===== src/rtl/write_back_mux_skid.sv =====
// write_back_mux_skid: N-to-1 write-back result selector with registered output,
// valid/ready handshake, 2-entry skid buffer and sticky out-of-range select flag.
module write_back_mux_skid #(
    parameter int BUS_WIDTH  = 32,
    parameter int NUM_INPUTS = 4,
    parameter int SEL_WIDTH  = 2,
    parameter int ZERO_X0    = 1
) (
    input  logic                            clk_i,
    input  logic                            rst_ni,
    input  logic [NUM_INPUTS*BUS_WIDTH-1:0] in_data_i,
    input  logic [SEL_WIDTH-1:0]            select_i,
    input  logic [4:0]                      in_rd_addr_i,
    input  logic                            in_valid_i,
    output logic                            in_ready_o,
    output logic [BUS_WIDTH-1:0]            out_data_o,
    output logic [4:0]                      out_rd_addr_o,
    output logic                            out_valid_o,
    input  logic                            out_ready_i,
    output logic                            sel_error_o
);
    logic                 main_valid_q, main_valid_d, skid_valid_q, skid_valid_d;
    logic [BUS_WIDTH-1:0] main_data_q, main_data_d, skid_data_q, skid_data_d;
    logic [4:0]           main_rd_q, main_rd_d, skid_rd_q, skid_rd_d;
    logic                 sel_err_q, sel_err_d;
    logic [BUS_WIDTH-1:0] beat_data;
    logic                 sel_hit, in_acc;

    assign in_acc = in_valid_i && !skid_valid_q;

    always_comb begin
        beat_data = '0;
        sel_hit   = 1'b0;
        for (int k = 0; k < NUM_INPUTS; k++) begin
            if (select_i == SEL_WIDTH'(k)) begin
                beat_data = in_data_i[k*BUS_WIDTH +: BUS_WIDTH];
                sel_hit   = 1'b1;
            end
        end
        if (ZERO_X0 != 0 && in_rd_addr_i == 5'd0) beat_data = '0;
    end

    always_comb begin
        main_valid_d = main_valid_q;
        main_data_d  = main_data_q;
        main_rd_d    = main_rd_q;
        skid_valid_d = skid_valid_q;
        skid_data_d  = skid_data_q;
        skid_rd_d    = skid_rd_q;
        sel_err_d    = sel_err_q || (in_acc && !sel_hit);
        if (!main_valid_q || out_ready_i) begin
            // a pending skid beat always drains first; input is stalled while it exists
            if (skid_valid_q) begin
                main_valid_d = 1'b1;
                main_data_d  = skid_data_q;
                main_rd_d    = skid_rd_q;
                skid_valid_d = 1'b0;
            end else begin
                main_valid_d = in_acc;
                main_data_d  = in_acc ? beat_data : main_data_q;
                main_rd_d    = in_acc ? in_rd_addr_i : main_rd_q;
            end
        end else if (in_acc) begin
            skid_valid_d = 1'b1;
            skid_data_d  = beat_data;
            skid_rd_d    = in_rd_addr_i;
        end
    end

    always_ff @(posedge clk_i or negedge rst_ni) begin
        if (!rst_ni) begin
            main_valid_q <= 1'b0;
            main_data_q  <= '0;
            main_rd_q    <= '0;
            skid_valid_q <= 1'b0;
            skid_data_q  <= '0;
            skid_rd_q    <= '0;
            sel_err_q    <= 1'b0;
        end else begin
            main_valid_q <= main_valid_d;
            main_data_q  <= main_data_d;
            main_rd_q    <= main_rd_d;
            skid_valid_q <= skid_valid_d;
            skid_data_q  <= skid_data_d;
            skid_rd_q    <= skid_rd_d;
            sel_err_q    <= sel_err_d;
        end
    end

    assign in_ready_o    = !skid_valid_q;
    assign out_valid_o   = main_valid_q;
    assign out_data_o    = main_data_q;
    assign out_rd_addr_o = main_rd_q;
    assign sel_error_o   = sel_err_q;
endmodule


===== config.mk =====
export PLATFORM = sky130hd
export DESIGN_NAME = write_back_mux_skid
export DESIGN_NICKNAME = d
export VERILOG_FILES = /design/src/rtl/write_back_mux_skid.sv
export SDC_FILE = /design/constraint.sdc
export NUM_CORES = 1
export LEC_CHECK = 0
export ABC_AREA = 1
export CORE_MARGIN = 5
export CORE_UTILIZATION = 25
export DETAILED_ROUTE_END_ITERATION = 7
export SLEW_MARGIN = 30
export SYNTH_ARGS = -nofsm -noshare
export SYNTH_HDL_FRONTEND = slang
export SYNTH_SLANG_ARGS = --single-unit
export TNS_END_PERCENT = 5

===== constraint.sdc =====
create_clock -name clk_i -period 1.45 [get_ports clk_i]
set_clock_uncertainty 0.2 [all_clocks]
set_input_delay 0.29 -clock clk_i [delete_from_list [all_inputs] [get_ports clk_i]]
set_output_delay 0.29 -clock clk_i [all_outputs]
set_load 0.005 [all_outputs]

==> metrics.csv, run 1 <==
metric,value,unit
drc,0,
gp_congestion,0.8564,
start_kind,input pin,
regArea,0.001928,mm²
outcome,"complete, but fails checks",
clk_latency,0.34,ns
cts_root_buf,clkbuf_16,
synth-seq-area-share,41.59,%
rows,49,
die_x,146.1,µm
ys_ff_latch,77,
violations,negative setup slack,
syn_area,0.004633,mm²
grt_usage,14.76,%
critical_path_class,input pin to register,
crit_buf_inv,4,
synthToLayoutAreaGrowth,57.22,%
yosys_warnings,0,
rsz0062_at_grt,yes,
min_period_over_period,110.7,%
cp.arrival,1.61,ns
syn_avg_cell_area,6.686,µm²
fin_crit,1.605,ns
post_drt_via_cell_ratio,4.355,
antenna_found_initial,0,
synthTopCellsByArea,"dfrtp_1 42%, nand2_1 23%, nor2_1 6.0%",
worstPathRequired,1.45,ns
drtIter0Drc,333,
die_area,0.02136,mm²
cts_tree,done,
cts_max_level,3,
multi_input_area,0.002387,mm²
min_path_type,input pin to register,
path_delay_family,buffers and inverters,
setup_viol,71,
ant_nets,0,
synth_top_area_share,41.59,%
io_buffers,178,
worst_pin_slew,0.3410,ns
p_leak,3.671,nW
drt-wirelength-per-cell,14.80,µm
drive_gt1_share,16.57,%
p_per_area,996.8,mW/mm²
synth_cell_types,24,
initial_core_util,25.62,%
finalPower,0.007261,W
slew_headroom,77.27,%
dr.pass1.iters,5,
totalWireLength,16520,µm
dr_total_vias,4860,
nFillCells,1859,
critPathMaxFanout,74,
diodes,0,
dp_hpwl,11740,µm
synth.largest_area_cell,dfrtp_1,
synth.most_common_cell,nand2_1,
cts_made_buffers,9,
maxCapViolCount,0,
critPathCaptureType,register,
cpPeakStageDelay,0.40,ns
io_pins,179,
cp_cell_sequence,clkdlybuf4s50_1 -> or2_4 -> inv_4 -> buf_4 -> nand3_2 -> buf_12 -> nand2_1 -> o21ai_0,
fin_setup_tns,-5.985,ns
slowest_stage,clkdlybuf4s50_1,
reg2reg_depth,8,
clock_sinks,77,
peakVddDrop,0.0003984,V
fmax,622.9,MHz
dieHeight,146.1,µm
worst-path-stages,8,
synth_cells,693,
coreArea,0.01809,mm²
synth_ff_type,dfrtp_1,
holdPathStages,3,
cts_max_path_buffers,2,
drv_slew,0,
ys_async_sr_fraction,100.0,%
netlist_top_cells_count,"285 x nand2_1, 77 x dfrtp_1, 74 x nor2_1",
synth-edff-count,0,
clk_transition_reported_paths,0.06,ns
r2r_setup_slack,-0.15,ns
fin_ws,-0.1554,ns
synth_nets,832,
grt_pass1_vias,4722,
finalNetCount,1022,
grt_max_degree,75,
grt_pass1_wl,25460,µm
grt-ovfl-total,0,
hold_viol,0,
[state kept, by name, summed over array words and instances (netlist names)]
register       cells
out_data_o        32
out_rd_addr_o      5
out_valid_o        1
sel_error_o        1
skid_data_q       32
skid_rd_q          5
skid_valid_q       1
[tightest hold or removal path, stage by stage]
cell and delay, ns:
dlymetal6s2s_1 0.14, nand2_1 0.07, a31oi_1 0.07
[placed cells by master (no fill, tap or decap), types with 6 or more instances in the layout]
master and count:
clkbuf_16 13, nor2_1 41, o21ai_0 19, buf_4 23
nand3b_1 12, inv_1 49, clkdlybuf4s50_1 130, dfrtp_1 76
buf_12 11, clkdlybuf4s15_1 8, or2_0 24, buf_2 19
o21ai_1 35, nand2_1 281, or2_2 6, clkbuf_2 13
nor2_2 30, nand3_1 49
[per-layer routing]
layer	track usage (%)	share of wire [%]	vias to the layer above
met2	21.76	43	132
met5	0	0	-
met1	21.15	49	2189
met4	6.115	2.3	0
met3	2.789	5.5	19
li1	-	-	2520
[stage by stage]
stage	setup WS, ns	cells	area [µm²]	hold WS (ns)	utilization, %
floorplan	-0.01357	693	4633	-0.2056	-
global placement	-0.6202	1089	6837	0.1119	37.80
detailed placement	-0.6503	1089	6837	0.1146	37.80
CTS	-0.1490	1109	7083	0.1625	39.16
global route	-0.2263	1116	7284	0.1002	40.28
finish	-0.1554	1116	7284	0.07953	40.28
[logic make-up after synthesis]
family,after synthesis,synth area share [%]
buffers and inverters,98,9.776
and+or+nand+nor,459,42.13
DFF,77,41.59
AOI/OAI and AO/OA,59,6.508
[report_power, final]
group | internal, W | total [W] | switching, W
registers | 0.00261 | 0.00287 | 0.000260
clock network | 0.00132 | 0.00221 | 0.000888
logic | 0.00110 | 0.00218 | 0.00108
[timing repair]
| item | 4_1_cts | 5_1_grt |
|---|---|---|
| buffers inserted | 3 | 2 |
| pin swaps | 2 | 11 |
| endpoints found under the hold margin | 77 | 0 |
| gates resized for setup | 133 | 64 |
| hold buffers | 1 | 0 |
| cloned | 1 | 5 |
| setup endpoints to repair | 114 | 87 |
[final cells by class]
| class | count | area share [%] |
|---|---|---|
| multi-input cells | 519 | 32.77 |
| repair buffers | 222 | 30.02 |
| flip-flops and latches | 77 | 26.47 |
| well taps | 229 | 3.933 |
| clock buffers | 11 | 3.195 |
| inverters | 54 | 2.920 |
| clock inverters | 4 | 0.6870 |
[worst paths after layout]
check                           startpoint                to
min                        in_rd_addr_i[4]  out_rd_addr_o[4]
max in group asynchronous           rst_ni      skid_valid_q
max reg2reg                    out_valid_o   skid_data_q[24]
max                            out_ready_i   skid_data_q[24]
min in group asynchronous           rst_ni    out_data_o[14]
min reg2reg                    sel_error_o       sel_error_o
No activity file was read; power rests on OpenSTA's default activity.
==> run 2: changes to the inputs <==
- ABC_AREA: 1 -> unset
==> run 2 against run 1 <==
  * The run still ends with negative setup slack left
  * Non-clock buffer count is 1 lower
  * Routed wire length is 16% lower
  * Utilization grew 4.0 points
  * Die area down 15%
  * Cell area shrank 7.2%
  * Sequential power is 1% higher
  * Highest routed layer unchanged
==> metrics.csv, run 2 <==
metric,value,unit,change
grt_max_degree,43,,-43%
yosys_warnings,0,,unchanged
totalWireLength,13830,µm,-16%
worst-path-stages,5,,-3
fmax,604.8,MHz,-2.9%
synthTopCellsByArea,"dfrtp_1 49%, mux4_2 17%, a221o_1 8.2%",,
rsz0062_at_grt,yes,,
synthToLayoutAreaGrowth,72.84,%,
nFillCells,1419,,-24%
clk_transition_reported_paths,0.06,ns,about the same
antenna_found_initial,0,,unchanged
use_met3,4.210,%,+1.4 points
die_x,135.1,µm,-7.6%
ys_ff_latch,77,,unchanged
critical_path_class,register to register,,
clock_sinks,77,,unchanged
coreArea,0.01526,mm²,-16%
grt_pass1_vias,3866,,-18%
hold_viol,0,,unchanged
dr.pass1.iters,4,,-1
grt_pass1_wl,21240,µm,-17%
fin_crit,1.654,ns,+0.04807 ns
grt-ovfl-total,0,,unchanged
p_leak,2.967,nW,-19%
dr_total_vias,3366,,-31%
synth_nets,407,,-51%
outcome,"complete, but fails checks",,
cts_root_buf,clkbuf_16,,
synth-seq-area-share,49.26,%,+7.7 points
cpPeakStageDelay,0.43,ns,+0.03 ns
synth.most_common_cell,dfrtp_1,,
io_buffers,178,,unchanged
rows,45,,-8.2%
worst_pin_slew,0.4557,ns,+0.1146 ns
drt-wirelength-per-cell,20.10,µm,+36%
setup_viol,76,,+7.0%
slew_headroom,69.62,%,-7.6 points
path_delay_family,buffers and inverters,,
drv_slew,0,,unchanged
ant_nets,0,,unchanged
finalPower,0.007990,W,+10%
cp_cell_sequence,buf_12 -> a2111oi_4 -> buf_6 -> clkbuf_16 -> a221o_1,,
peakVddDrop,0.0006724,V,+69%
place_area,0.006092,mm²,-11%
grtUsageMet2,25.41,%,+3.7 points
grt_usage,14.95,%,+0.20 points
min_path_type,input pin to register,,
gp_congestion,0.6759,,-21%
post_drt_via_cell_ratio,4.892,,+12%
syn_area,0.003911,mm²,-16%
drive_gt1_share,36.06,%,+19 points
synth_ff_type,dfrtp_1,,
critPathMaxFanout,9,,-88%
synth-edff-count,0,,unchanged
finalNetCount,611,,-40%
netlist_top_cells_count,"77 x dfrtp_1, 32 x a221o_1, 32 x and3_1",,
drc,0,,unchanged
diodes,0,,unchanged
critPathCaptureType,register,,
start_kind,register,,
drtIter0Drc,119,,-64%
fin_ws,-0.2035,ns,-0.04807 ns
design_area,0.006760,mm²,-7.2%
slowest_stage,dfrtp_2,,
top_usage_layer,met2,,
cts_max_path_buffers,2,,unchanged
violations,negative setup slack,,
synth_cell_types,25,,+4.2%
final_common_cell,clkdlybuf4s50_1,,
crit_buf_inv,3,,-1
dp_hpwl,9266,µm,-21%
io_pins,179,,unchanged
cts_tree,done,,
final_util,44.31,%,+4.0 points
use_met1,18.74,%,-2.4 points
reg2reg_depth,5,,-3
fin_hold_ws,0.06910,ns,-0.01043 ns
initial_core_util,25.63,%,about the same
p_per_area,1182,mW/mm²,+19%
holdPathStages,2,,-1
regArea,0.001928,mm²,unchanged
ys_async_sr_fraction,100.0,%,unchanged
syn_avg_cell_area,14.59,µm²,+120%
r2r_setup_slack,-0.20,ns,-0.05 ns
multi_input_area,0.001963,mm²,-18%
synth_cells,268,,-61%
die_area,0.01825,mm²,-15%
synth_top_area_share,49.26,%,+7.7 points
cts_made_buffers,9,,unchanged
dieHeight,135.1,µm,-7.6%
cts_max_level,3,,unchanged
clk_latency,0.33,ns,about the same
synth.largest_area_cell,dfrtp_1,,
maxCapViolCount,0,,unchanged
min_period_over_period,114.0,%,+3.3 points
final_cell_mix,"128 x clkdlybuf4s50_1, 76 x dfrtp_1, 32 x and3_1, 32 x a221o_1, 31 x mux4_2",,
cp.arrival,1.72,ns,+0.11 ns
worstPathRequired,1.52,ns,+0.07 ns
-- run 2: what timing repair did --
action | 4_1_cts | 5_1_grt
setup buffers | 12 | 5
cloned | 2 | 2
hold buffers | 1 | 0
endpoints found under the hold margin | 77 | 0
pin swaps | 32 | 13
endpoints found under the setup margin | 116 | 103
resized for setup | 147 | 32
-- run 2: area by class of cell --
class	instances	share of cell area (%)
flip-flops and latches	77	28.52
clock inverters	6	2.332
inverters	3	0.2036
repair buffers	221	32.46
clock buffers	10	3.535
well taps	211	3.905
multi-input cells	160	29.04
-- run 2: worst paths after layout --
check | startpoint | endpoint
worst min-delay path | in_rd_addr_i[4] | skid_rd_q[4]
worst min register to register | sel_error_o | sel_error_o
min in group asynchronous | rst_ni | skid_rd_q[3]
worst max-delay path | skid_valid_q | out_data_o[1]
worst max register to register | skid_valid_q | out_data_o[1]
max in group asynchronous | rst_ni | skid_valid_q
-- run 2: kinds of logic (layout without fill, tap and decap cells) --
| kind of cell | Yosys count | count (layout) | share of synthesized area [%] |
|---|---|---|---|
| buffers and inverters | 32 | 240 | 4.255 |
| flip-flops | 77 | 77 | 49.26 |
| AO/OA/AOI/OAI | 78 | 79 | 18.78 |
| AND/OR/NAND/NOR | 40 | 40 | 6.654 |
| multiplexers | 41 | 41 | 21.05 |
-- run 2: stage by stage --
| step | instances | TNS [ns] | worst slack, ns |
|---|---|---|---|
| after floorplan | 268 | -10.66 | -0.2021 |
| after global placement | 650 | -58.49 | -0.8323 |
| after detailed placement | 650 | -62.50 | -0.9474 |
| after CTS | 681 | -9.816 | -0.1990 |
| after global routing | 688 | -14.66 | -0.2462 |
| final | 688 | -11.13 | -0.2035 |
-- run 2: worst reg2reg max path, delay by kind of cell (launching register included) --
family	cells	cell delay [ns]
flops	1	0.43
compound gates	2	0.43
buf+inv	3	0.53
-- run 2: routing by layer --
metal,vias to the layer above,routed length (µm)
li1,1517,-
met4,0,175
met3,12,889
met1,1708,5887
met5,-,0
met2,129,6879
-- run 2: where the power goes --
part	leakage [nW]	switching [W]	internal, W	total, W
registers	0.958	0.000280	0.00263	0.00291
logic	1.82	0.000747	0.00134	0.00209
clock network	0.189	0.000920	0.00208	0.00300
total	2.97	0.00195	0.00604	0.00799
